--- config.mk ---
export PLATFORM = sky130hd
export DESIGN_NAME = timer_bank_flat
export DESIGN_NICKNAME = d
export VERILOG_FILES = /design/src/rtl/timer_pkg.sv /design/src/rtl/timer_bank_if.sv /design/src/rtl/timer_channel.sv /design/src/rtl/timer_bank.sv /design/src/flat_wrapper.sv
export SDC_FILE = /design/constraint.sdc
export NUM_CORES = 1
export LEC_CHECK = 0
export CORE_MARGIN = 5
export CORE_UTILIZATION = 38
export CTS_CLUSTER_SIZE = 30
export DETAILED_ROUTE_END_ITERATION = 8
export PLACE_DENSITY_LB_ADDON = 0.08
export SYNTH_ARGS = -nofsm -noshare
export SYNTH_HDL_FRONTEND = slang
export SYNTH_SLANG_ARGS = --single-unit
--- constraint.sdc ---
create_clock -name CLK100 -period 4.4 [get_ports CLK100]
set_clock_uncertainty 0.1 [all_clocks]
set_input_delay 1.32 -clock CLK100 [delete_from_list [all_inputs] [get_ports CLK100]]
set_output_delay 1.32 -clock CLK100 [all_outputs]
set_load 0.1 [all_outputs]
--- src/rtl/timer_pkg.sv ---
// Shared constants, channel state encoding and the hh:mm:ss value type for the timer bank.
package timer_pkg;

  localparam int SEC_MAX = 59;
  localparam int MIN_MAX = 59;

  typedef enum logic [1:0] {
    ST_STOP = 2'd0,
    ST_RUN  = 2'd1,
    ST_DONE = 2'd2
  } ch_state_t;

  typedef struct packed {
    logic [4:0] hour;
    logic [5:0] min;
    logic [5:0] sec;
  } hms_t;

  function automatic int clog2(input int value);
    int res;
    res = 0;
    for (int i = 0; i < 31; i++) begin
      if ((1 << i) < value) res = i + 1;
    end
    return res;
  endfunction

endpackage

--- src/rtl/timer_bank_if.sv ---
// Key/preset inputs and display/status outputs of the timer bank.
interface timer_bank_if #(
  parameter int N_CH = 4
);
  import timer_pkg::*;

  localparam int CW = clog2(N_CH);

  logic            FAST;
  logic [CW-1:0]   CH_SEL;
  logic            START;
  logic            CLEAR;
  logic            LOAD;
  logic            LD_DOWN;
  logic [5:0]      LD_SEC;
  logic [5:0]      LD_MIN;
  logic [4:0]      LD_HOUR;
  logic            LAP;
  logic [5:0]      SECOND;
  logic [5:0]      MINUTE;
  logic [4:0]      HOUR;
  logic [N_CH-1:0] RUNNING;
  logic [N_CH-1:0] EXPIRED;
  logic            TICK;

  modport master (
    output FAST, CH_SEL, START, CLEAR, LOAD, LD_DOWN, LD_SEC, LD_MIN, LD_HOUR, LAP,
    input  SECOND, MINUTE, HOUR, RUNNING, EXPIRED, TICK
  );

  modport slave (
    input  FAST, CH_SEL, START, CLEAR, LOAD, LD_DOWN, LD_SEC, LD_MIN, LD_HOUR, LAP,
    output SECOND, MINUTE, HOUR, RUNNING, EXPIRED, TICK
  );

endinterface

--- src/rtl/timer_channel.sv ---
// One timer channel: run/stop/done FAMILY FSM plus hh:mm:ss up/down counter.
//   state   | meaning
//   ST_STOP | paused or idle, value held
//   ST_RUN  | value advances on each tick in the loaded direction
//   ST_DONE | countdown reached zero; only clear/load leave
module timer_channel
  import timer_pkg::*;
#(
  parameter int HOUR_MAX = 24
) (
  input  logic       CLK100,
  input  logic       RST,
  input  logic       tick,
  input  logic       start,
  input  logic       clear,
  input  logic       load,
  input  logic       ld_down,
  input  logic [5:0] ld_sec,
  input  logic [5:0] ld_min,
  input  logic [4:0] ld_hour,
  output hms_t       value,
  output ch_state_t  state
);

  ch_state_t state_nx;
  hms_t      value_nx;
  hms_t      ld_sat;
  logic      down;
  logic      down_nx;
  logic      at_zero;
  logic      at_one;

  assign at_zero = (value == '0);
  assign at_one  = (value.hour == '0) && (value.min == '0) && (value.sec == 6'd1);

  always_comb begin
    ld_sat      = '0;
    ld_sat.sec  = (ld_sec > 6'(SEC_MAX)) ? 6'(SEC_MAX) : ld_sec;
    ld_sat.min  = (ld_min > 6'(MIN_MAX)) ? 6'(MIN_MAX) : ld_min;
    ld_sat.hour = (ld_hour > 5'(HOUR_MAX - 1)) ? 5'(HOUR_MAX - 1) : ld_hour;
  end

  always_comb begin
    state_nx = state;
    value_nx = value;
    down_nx  = down;
    if (clear) begin
      state_nx = ST_STOP;
      value_nx = '0;
    end else if (load) begin
      state_nx = ST_STOP;
      value_nx = ld_sat;
      down_nx  = ld_down;
    end else if (start) begin
      case (state)
        ST_STOP: if (!(down && at_zero)) state_nx = ST_RUN;
        ST_RUN:  state_nx = ST_STOP;
        default: ;
      endcase
    end else if (tick && (state == ST_RUN)) begin
      if (!down) begin
        if (value.sec == 6'(SEC_MAX)) begin
          value_nx.sec = '0;
          if (value.min == 6'(MIN_MAX)) begin
            value_nx.min  = '0;
            value_nx.hour = (value.hour == 5'(HOUR_MAX - 1)) ? '0 : value.hour + 5'd1;
          end else begin
            value_nx.min = value.min + 6'd1;
          end
        end else begin
          value_nx.sec = value.sec + 6'd1;
        end
      end else if (at_one || at_zero) begin
        // Expiry lands on the same edge that would have shown 00:00:00.
        value_nx = '0;
        state_nx = ST_DONE;
      end else if (value.sec != '0) begin
        value_nx.sec = value.sec - 6'd1;
      end else begin
        value_nx.sec = 6'(SEC_MAX);
        if (value.min != '0) begin
          value_nx.min = value.min - 6'd1;
        end else begin
          value_nx.min  = 6'(MIN_MAX);
          value_nx.hour = value.hour - 5'd1;
        end
      end
    end
  end

  always_ff @(posedge CLK100) begin
    if (RST) begin
      state <= ST_STOP;
      value <= '0;
      down  <= 1'b0;
    end else begin
      state <= state_nx;
      value <= value_nx;
      down  <= down_nx;
    end
  end

endmodule

--- src/rtl/timer_bank.sv ---
// N-channel hh:mm:ss timer bank: 1 s prescaler, key demux, lap hold and registered display.
module timer_bank
  import timer_pkg::*;
#(
  parameter int N_CH     = 4,
  parameter int TICK_DIV = 100,
  parameter int HOUR_MAX = 24
) (
  input logic         CLK100,
  input logic         RST,
  timer_bank_if.slave bus
);

  localparam int CW = clog2(N_CH);
  localparam int PW = clog2(TICK_DIV + 1);

  logic [PW-1:0]   pre_cnt;
  logic            tick;
  logic            sel_ok;
  hms_t            ch_value [N_CH];
  ch_state_t       ch_state [N_CH];
  hms_t            live;
  logic            hold;
  logic            hold_nx;
  hms_t            hold_val;
  hms_t            hold_val_nx;
  hms_t            disp_nx;
  logic [CW-1:0]   sel_q;
  logic [N_CH-1:0] run_nx;
  logic [N_CH-1:0] exp_nx;

  assign tick   = bus.FAST || (pre_cnt == PW'(TICK_DIV - 1));
  assign sel_ok = (32'(bus.CH_SEL) < N_CH);

  always_ff @(posedge CLK100) begin
    if (RST) pre_cnt <= '0;
    else if (tick) pre_cnt <= '0;
    else pre_cnt <= pre_cnt + 1'b1;
  end

  for (genvar i = 0; i < N_CH; i++) begin : g_ch
    logic hit;
    assign hit = sel_ok && (bus.CH_SEL == CW'(i));

    timer_channel #(.HOUR_MAX(HOUR_MAX)) u_ch (
      .CLK100  (CLK100),
      .RST     (RST),
      .tick    (tick),
      .start   (bus.START && hit),
      .clear   (bus.CLEAR && hit),
      .load    (bus.LOAD && hit),
      .ld_down (bus.LD_DOWN),
      .ld_sec  (bus.LD_SEC),
      .ld_min  (bus.LD_MIN),
      .ld_hour (bus.LD_HOUR),
      .value   (ch_value[i]),
      .state   (ch_state[i])
    );
  end

  always_comb begin
    live = '0;
    if (sel_ok) live = ch_value[bus.CH_SEL];
  end

  // Hold always belongs to sel_q; any selection change drops it before it could show the wrong channel.
  always_comb begin
    hold_nx     = hold;
    hold_val_nx = hold_val;
    if (bus.CH_SEL != sel_q) begin
      hold_nx = 1'b0;
    end else if (sel_ok && (bus.CLEAR || bus.LOAD)) begin
      hold_nx = 1'b0;
    end else if (sel_ok && bus.LAP) begin
      hold_nx = !hold;
      if (!hold) hold_val_nx = live;
    end
    disp_nx = hold_nx ? hold_val_nx : live;
  end

  always_comb begin
    run_nx = '0;
    exp_nx = '0;
    for (int i = 0; i < N_CH; i++) begin
      run_nx[i] = (ch_state[i] == ST_RUN);
      exp_nx[i] = (ch_state[i] == ST_DONE);
    end
  end

  always_ff @(posedge CLK100) begin
    if (RST) begin
      hold        <= 1'b0;
      hold_val    <= '0;
      sel_q       <= '0;
      bus.SECOND  <= '0;
      bus.MINUTE  <= '0;
      bus.HOUR    <= '0;
      bus.RUNNING <= '0;
      bus.EXPIRED <= '0;
      bus.TICK    <= 1'b0;
    end else begin
      hold        <= hold_nx;
      hold_val    <= hold_val_nx;
      sel_q       <= bus.CH_SEL;
      bus.SECOND  <= disp_nx.sec;
      bus.MINUTE  <= disp_nx.min;
      bus.HOUR    <= disp_nx.hour;
      bus.RUNNING <= run_nx;
      bus.EXPIRED <= exp_nx;
      bus.TICK    <= tick;
    end
  end

endmodule

--- src/flat_wrapper.sv ---
// flat-port wrapper written by rule: the top's interface ports become plain ports
module timer_bank_flat import timer_pkg::*;
#(
  parameter int N_CH     = 4,
  parameter int TICK_DIV = 100,
  parameter int HOUR_MAX = 24
)
  (CLK100, RST, bus_FAST, bus_CH_SEL, bus_START, bus_CLEAR, bus_LOAD, bus_LD_DOWN, bus_LD_SEC, bus_LD_MIN, bus_LD_HOUR, bus_LAP, bus_SECOND, bus_MINUTE, bus_HOUR, bus_RUNNING, bus_EXPIRED, bus_TICK);
  timer_bank_if #(.N_CH(N_CH)) bus_i ();
  input logic CLK100;
  input logic RST;
  input wire logic [$bits(bus_i.FAST)-1:0] bus_FAST;
  input wire logic [$bits(bus_i.CH_SEL)-1:0] bus_CH_SEL;
  input wire logic [$bits(bus_i.START)-1:0] bus_START;
  input wire logic [$bits(bus_i.CLEAR)-1:0] bus_CLEAR;
  input wire logic [$bits(bus_i.LOAD)-1:0] bus_LOAD;
  input wire logic [$bits(bus_i.LD_DOWN)-1:0] bus_LD_DOWN;
  input wire logic [$bits(bus_i.LD_SEC)-1:0] bus_LD_SEC;
  input wire logic [$bits(bus_i.LD_MIN)-1:0] bus_LD_MIN;
  input wire logic [$bits(bus_i.LD_HOUR)-1:0] bus_LD_HOUR;
  input wire logic [$bits(bus_i.LAP)-1:0] bus_LAP;
  output wire logic [$bits(bus_i.SECOND)-1:0] bus_SECOND;
  output wire logic [$bits(bus_i.MINUTE)-1:0] bus_MINUTE;
  output wire logic [$bits(bus_i.HOUR)-1:0] bus_HOUR;
  output wire logic [$bits(bus_i.RUNNING)-1:0] bus_RUNNING;
  output wire logic [$bits(bus_i.EXPIRED)-1:0] bus_EXPIRED;
  output wire logic [$bits(bus_i.TICK)-1:0] bus_TICK;
  assign bus_i.FAST = bus_FAST;
  assign bus_i.CH_SEL = bus_CH_SEL;
  assign bus_i.START = bus_START;
  assign bus_i.CLEAR = bus_CLEAR;
  assign bus_i.LOAD = bus_LOAD;
  assign bus_i.LD_DOWN = bus_LD_DOWN;
  assign bus_i.LD_SEC = bus_LD_SEC;
  assign bus_i.LD_MIN = bus_LD_MIN;
  assign bus_i.LD_HOUR = bus_LD_HOUR;
  assign bus_i.LAP = bus_LAP;
  assign bus_SECOND = bus_i.SECOND;
  assign bus_MINUTE = bus_i.MINUTE;
  assign bus_HOUR = bus_i.HOUR;
  assign bus_RUNNING = bus_i.RUNNING;
  assign bus_EXPIRED = bus_i.EXPIRED;
  assign bus_TICK = bus_i.TICK;
  timer_bank #(.N_CH(N_CH), .TICK_DIV(TICK_DIV), .HOUR_MAX(HOUR_MAX)) u_core (.CLK100(CLK100), .RST(RST), .bus(bus_i));
endmodule
# Word level (Yosys, flattened, before mapping)
# Cells that the tools add are included.
# Widths: inputs -> output; s select.
[classes] n_addsub=25 order_cmp=4 n_eq_ne=49 muxes=94 bitwise=5 reduce_logical=113
[op_table] operator="$mux 17" count=27
[op_table] operator="$mux 6" count=18
[op_table] operator="$mux 11" count=8
[op_table] operator="$logic_not 17->1" count=4
[op_table] operator="$mux 5" count=13
[op_table] operator="$add 6x1->6 const B" count=8
[op_table] operator="$eq 6x6->1 const B" count=8
[op_table] operator="$reduce_bool 6->1" count=8
[op_table] operator="$sub 6x1->6 const B" count=8
[op_table] operator="$mux 2" count=20
[op_table] operator="$bmux 17 s2" count=1
[op_table] operator="$ne 4x4->1 const B" count=8
[op_table] operator="$reduce_bool 2->1" count=16
[op_table] operator="$logic_and 1x1->1" count=28
[op_table] operator="$eq 6x1->1 const B" count=4
[op_table] operator="$logic_not 6->1" count=4
[op_table] operator="$reduce_and 6->1" count=4
[op_table] operator="$reduce_bool 3->1" count=8
[op_table] operator="$add 5x1->5 const B" count=4
[op_table] operator="$eq 5x5->1 const B" count=4
[op_table] operator="$logic_not 5->1" count=4
[op_table] operator="$reduce_and 5->1" count=4
[op_table] operator="$sub 5x1->5 const B" count=4
[op_table] operator="$pmux 2 s2" count=4
[op_table] operator="21 further kinds" count=71
[totals] ff_bits=133 inputBits=27 out_inout_bits=26 elab_cells=322

# Logic depth before layout (Yosys ltp)
[logic_depth] ltp_word=9 depth_mapped=9 mapped_depth_nobuf=8

# By module
# A second synthesis with hierarchy kept.
[hier_totals] hier_cells=1205 hier_area_um2=9995.8
[by_module_without_submodules] mod="timer_channel (u_core.g_ch[0].u_ch ...)" instances=3 cells_per_inst=250 area_per_inst_um2=1899.3 seq_area_each_um2=400.4
[by_module_without_submodules] mod="timer_bank" instances=1 cells_per_inst=212 area_per_inst_um2=2448.6 seq_area_each_um2=1061.0
[by_module_without_submodules] mod="timer_channel (u_core.g_ch[3].u_ch)" instances=1 cells_per_inst=243 area_per_inst_um2=1849.3 seq_area_each_um2=400.4

# Worst setup path before layout
# No wires, ideal clock.
[synth_timing] path_kind="input port to flip-flop" from="input port bus_LOAD" to="register u_core.g_ch[2].u_ch.value[12] (netlist bit)" setup_time_ns=0.074 arrival_ns=2.795 required_ns=4.226 setup_slack_ns=1.430 stages=6 path_buffers=2 path_cell_list="clkbuf_1 > and3b_1 > clkbuf_1 > o211ai_4 > or4_1 > a31oi_1"
[synth_via] elab_chain_cells=3 word_cells_on_any_way=9 cone_classes="3 x eq/ne; 1 x mux; 5 x reduce/logical"
[synth_rtl] element="start: declaration" line="flat_wrapper.sv:16" source="input wire logic [$bits(bus_i.LOAD)-1:0] bus_LOAD;"
[synth_rtl] element="$logic_and 1x1->1 *" line="timer_bank.sv:51" source=".load (bus.LOAD && hit),"
[synth_rtl] element="$ne 4x4->1 (no source line) (tied with other cells)"
[synth_rtl] element="$reduce_and 6->1 (no source line)"
[synth_rtl] element="end signal: assignment" line="timer_channel.sv:98" source="value <= value_nx;"
[synth_rtl] element="end: declaration" line="timer_channel.sv:21" source="output hms_t value,"
# Mark *: on every way between the ends. The rest lies on a longest branch, timed or not.
# A chain may end at the register's enable or synchronous reset.

# Worst setup path after layout
[layout_timing] from="input port bus_CH_SEL[1]" to="register u_core.g_ch[0].u_ch.value[16] (netlist bit)"
[layout_via] elab_chain_cells=4 word_cells_on_any_way=13 cone_classes="3 x eq/ne; 1 x mux; 9 x reduce/logical"
[layout_rtl] element="start: declaration" line="flat_wrapper.sv:13" source="input wire logic [$bits(bus_i.CH_SEL)-1:0] bus_CH_SEL;"
[layout_rtl] element="$logic_not 2->1 *" line="timer_bank.sv:43" source="assign hit = sel_ok && (bus.CH_SEL == CW'(i));"
[layout_rtl] element="$logic_and 1x1->1, on equally long branches" line="timer_bank.sv:51, timer_bank.sv:49"
[layout_rtl] element="$ne 4x4->1 (no source line) (tied with other cells)"
[layout_rtl] element="$reduce_and 6->1 (no source line)"
[layout_rtl] element="end signal: assignment" line="timer_channel.sv:98"
[layout_rtl] element="end: declaration" line="timer_channel.sv:21"
# Marked as above.

==> metrics.md <==
| Metric | Value |
|---|---|
| CTS Hold Bufs | 0 |
| Routed vias/inst | 5.865 |
| Multi-input logic area | 6070 um^2 |
| Worst Setup End Kind | register |
| Core area | 24110 um^2 |
| Final nets | 1240 |
| Drc violations | 0 |
| FF-to-FF Start | u_core.g_ch[3].u_ch.value[6] |
| Mean Syn Cell Area | 8.016 um^2 |
| Register area | 2663 um^2 |
| Initial Util | 38.27% |
| CP startpoint | bus_CH_SEL[1] |
| Worst Hold End | u_core.pre_cnt[0] |
| Worst r2r dst | u_core.g_ch[3].u_ch.value[16] |
| Clock Path Buffers | 2 |
| Pleak | 4.042 nW |
| Clock Sinks | 133 |
| Largest net degree at the start of global routing | 40 |
| Post-synthesis async set-or-reset flop share | 0% |
| Top FF cell, synth | dfxtp_1 |
| Drt pass-1 iters | 8 |
| Sequential area share after synthesis | 28.86% |
| CP arrival | 3.96 ns |
| Kind of critical path | in -> reg |
| Cell variety after synth | 83 |
| Hold path start | u_core.pre_cnt[0] |
| Ratio of cells with drive above 1 in the final layout | 10.02% |
| Most frequent cells in the layout | nor2_1, dfxtp_1, nand2_1 |
| Die ar. | 27500 um^2 |
| Fin. max-slew vios | 0 |
| Syn nets | 1215 |
| Number of H-tree levels | 4 |
| P&R area growth vs syn | 15.51% |
| Overall Power | 3.275 mW |
| HPWL after DPL | 23450 um |
| Worst-Skew Late Latency | 0.42 ns |
| Final wirelength | 31710 um |
| Mapped Area | 9226 um^2 |
| Fmax | 0.2692 GHz |
| Initial antenna violation count | 0 |
| VDD IR-drop max | 0.0001756 V |
| Reg clk slew, reported paths | 0.06 ns |
| DR vias | 8868 |
| Total CTS buffers | 17 |
| Die width | 165.8 um |
| Total negative slack | 0 ns |
| Ports | 53 |
| Root Buffer | clkbuf_16 |
| Startpoint Class | input pin |
| Global Route Usage Sum | 22.40% |
| PwrDens | 307.3 nW/um^2 |
| Fin crit share | 84.42% |
| Reg2Reg Depth | 8 |
| Synth warn | 0 |
| First-pass GRT wire length | 48830 um |
| DP Cell Count | 1481 |
| Yosys reg bits | 133 |
| Setup Fix Bufs, Post-CTS | 0 |
| ANT nets after route | 0 |
| Min-Delay Path Depth | 1 |
| Die Height | 165.8 um |
| N_diodes | 0 |
| Critical Path RT | 4.65 ns |
| First DRT Iteration DRCs | 818 |
| Final std cells w/o fill | 1512 |
| Gpl congestion | 0.8850 |
| Rel. slew slack | 34.84% |
| CTS tree | done |
| Maxcap violations | 0 |
| Avg WL per Cell | 20.97 um |
| Rows | 57 |
| Worst Hold Class | reg -> reg |
| Vias in the first global route | 8043 |
| Cell count after synthesis | 1151 |
| Leading cell type in the layout, fill and taps excluded | nor2_1 |
| I/O Buffers | 52 |
| Post-synth EDFFs | 0 |
| RSZ-0062 raised after global routing | no |
| Status | completed |
| Worst hold slack | 0.3442 ns |
| CP Max Fanout | 18 |
| GRT overflow | 0 |
| Worst-Margin Slew | 0.9743 ns |
| Final setup violation count | 0 |
| Post-cts resize count | 0 |
| Reg2Reg Setup Slack | 1.50 ns |
| Filler cells | 2479 |
| Min Tclk post-route | 3.715 ns |
| Final hold violations | 0 |
## per-stage QoR
| stage | utilization, % | setup slack [ns] | area [um^2] |
|---|---|---|---|
| final | 44.21 | 0.6854 | 10660 |
| after global routing | 44.21 | 0.5166 | 10660 |
| after CTS | 44.21 | 0.7420 | 10660 |
| after detailed placement | 41.68 | 0.3231 | 10050 |
| after global placement | 41.68 | 0.3831 | 10050 |
| after floorplan | - | 1.430 | 9226 |
## how the worst max path moves through the flow
| stage | end | slack, ns | cells after the start |
|---|---|---|---|
| after floorplan | u_core.g_ch[2].u_ch.value[12] | 1.43 | 6 |
| after CTS | u_core.g_ch[0].u_ch.value[16] | 0.74 | 8 |
| after detailed placement | u_core.g_ch[0].u_ch.value[16] | 0.32 | 8 |
| after global routing | u_core.g_ch[0].u_ch.value[16] | 0.52 | 8 |
| after global placement | u_core.g_ch[0].u_ch.value[16] | 0.38 | 8 |
| final | u_core.g_ch[0].u_ch.value[16] | 0.69 | 8 |
## per-layer routing
| metal | vias to the layer above | part of all wire [%] | routed length [um] | track usage [%] |
|---|---|---|---|---|
| li1 | 4238 | - | - | - |
| met1 | 4237 | 45 | 14310 | 31.13 |
| met2 | 346 | 46 | 14460 | 35.37 |
| met3 | 47 | 6.9 | 2196 | 4.166 |
| met4 | 0 | 2.4 | 750 | 6.994 |
| met5 | - | 0 | 0 | 0 |
## state kept, by name, indices dropped and copies added (netlist names), 2 cells and up
signal,flops
u_core.hold_val,17
u_core.bus.EXPIRED,4
u_core.bus.MINUTE,6
u_core.pre_cnt,7
u_core.sel_q,2
u_core.bus.HOUR,5
u_core.g_ch.u_ch.state,8
u_core.g_ch.u_ch.value,68
u_core.bus.RUNNING,4
u_core.g_ch.u_ch.down,4
u_core.bus.SECOND,6
## Yosys cell counts (all sizes together) (13+ instances only)
| cell | number | area [um^2] |
|---|---|---|
| a21oi | 81 | 405.4 |
| nand3 | 48 | 245.2 |
| buf | 36 | 205.2 |
| nor2b | 13 | 81.33 |
| nor3 | 43 | 236.5 |
| a211oi | 20 | 150.1 |
| clkbuf | 45 | 168.9 |
| mux4 | 17 | 382.9 |
| dfxtp | 133 | 2663 |
| a31oi | 17 | 112.6 |
| inv | 32 | 120.1 |
| xnor2 | 29 | 254.0 |
| xor2 | 31 | 271.5 |
| o21ai | 79 | 414.1 |
| nand2 | 101 | 381.6 |
| nor3b | 14 | 110.1 |
| mux2i | 36 | 360.4 |
| nor2 | 138 | 518.0 |
| o211ai | 16 | 152.6 |
| nand2b | 21 | 138.9 |
| ha | 37 | 462.9 |
## final cells by class
class,instances,area share [%]
Tap cell,324,3.804
Sequential cell,133,24.98
Timing Repair Buffer,87,7.420
Inverter,32,1.127
Clock inverter,9,1.174
Clock buffer,22,4.543
Multi-Input combinational cell,905,56.95
## power breakdown
part / internal [mW] / switching, mW
sequential: 1.23 / 0.0523
clock: 0.945 / 0.564
combinational: 0.171 / 0.315
total: 2.34 / 0.931
## worst max-delay path: stages
cell and delay [ns]:
clkdlybuf4s50_1 0.74, buf_4 0.35, nor3b_1 0.12, or2_1 0.26
o21ai_2 0.38, o221ai_2 0.31, a311o_1 0.35, a21oi_1 0.12
## cells by family (layout without fill, tap and decap cells)
group / after synthesis / count (layout) / share of synthesized area [%]
buffers and inverters: 113 / 150 / 5.357
AND/OR/NAND/NOR: 441 / 441 / 23.85
AO/OA/AOI/OAI: 314 / 314 / 23.16
adder cells (fa/ha/maj): 37 / 37 / 5.018
flip-flops: 133 / 133 / 28.86
XOR/XNOR: 60 / 60 / 5.696
multiplexers: 53 / 53 / 8.055
Note: power is estimated with default switching activity, not from simulation.
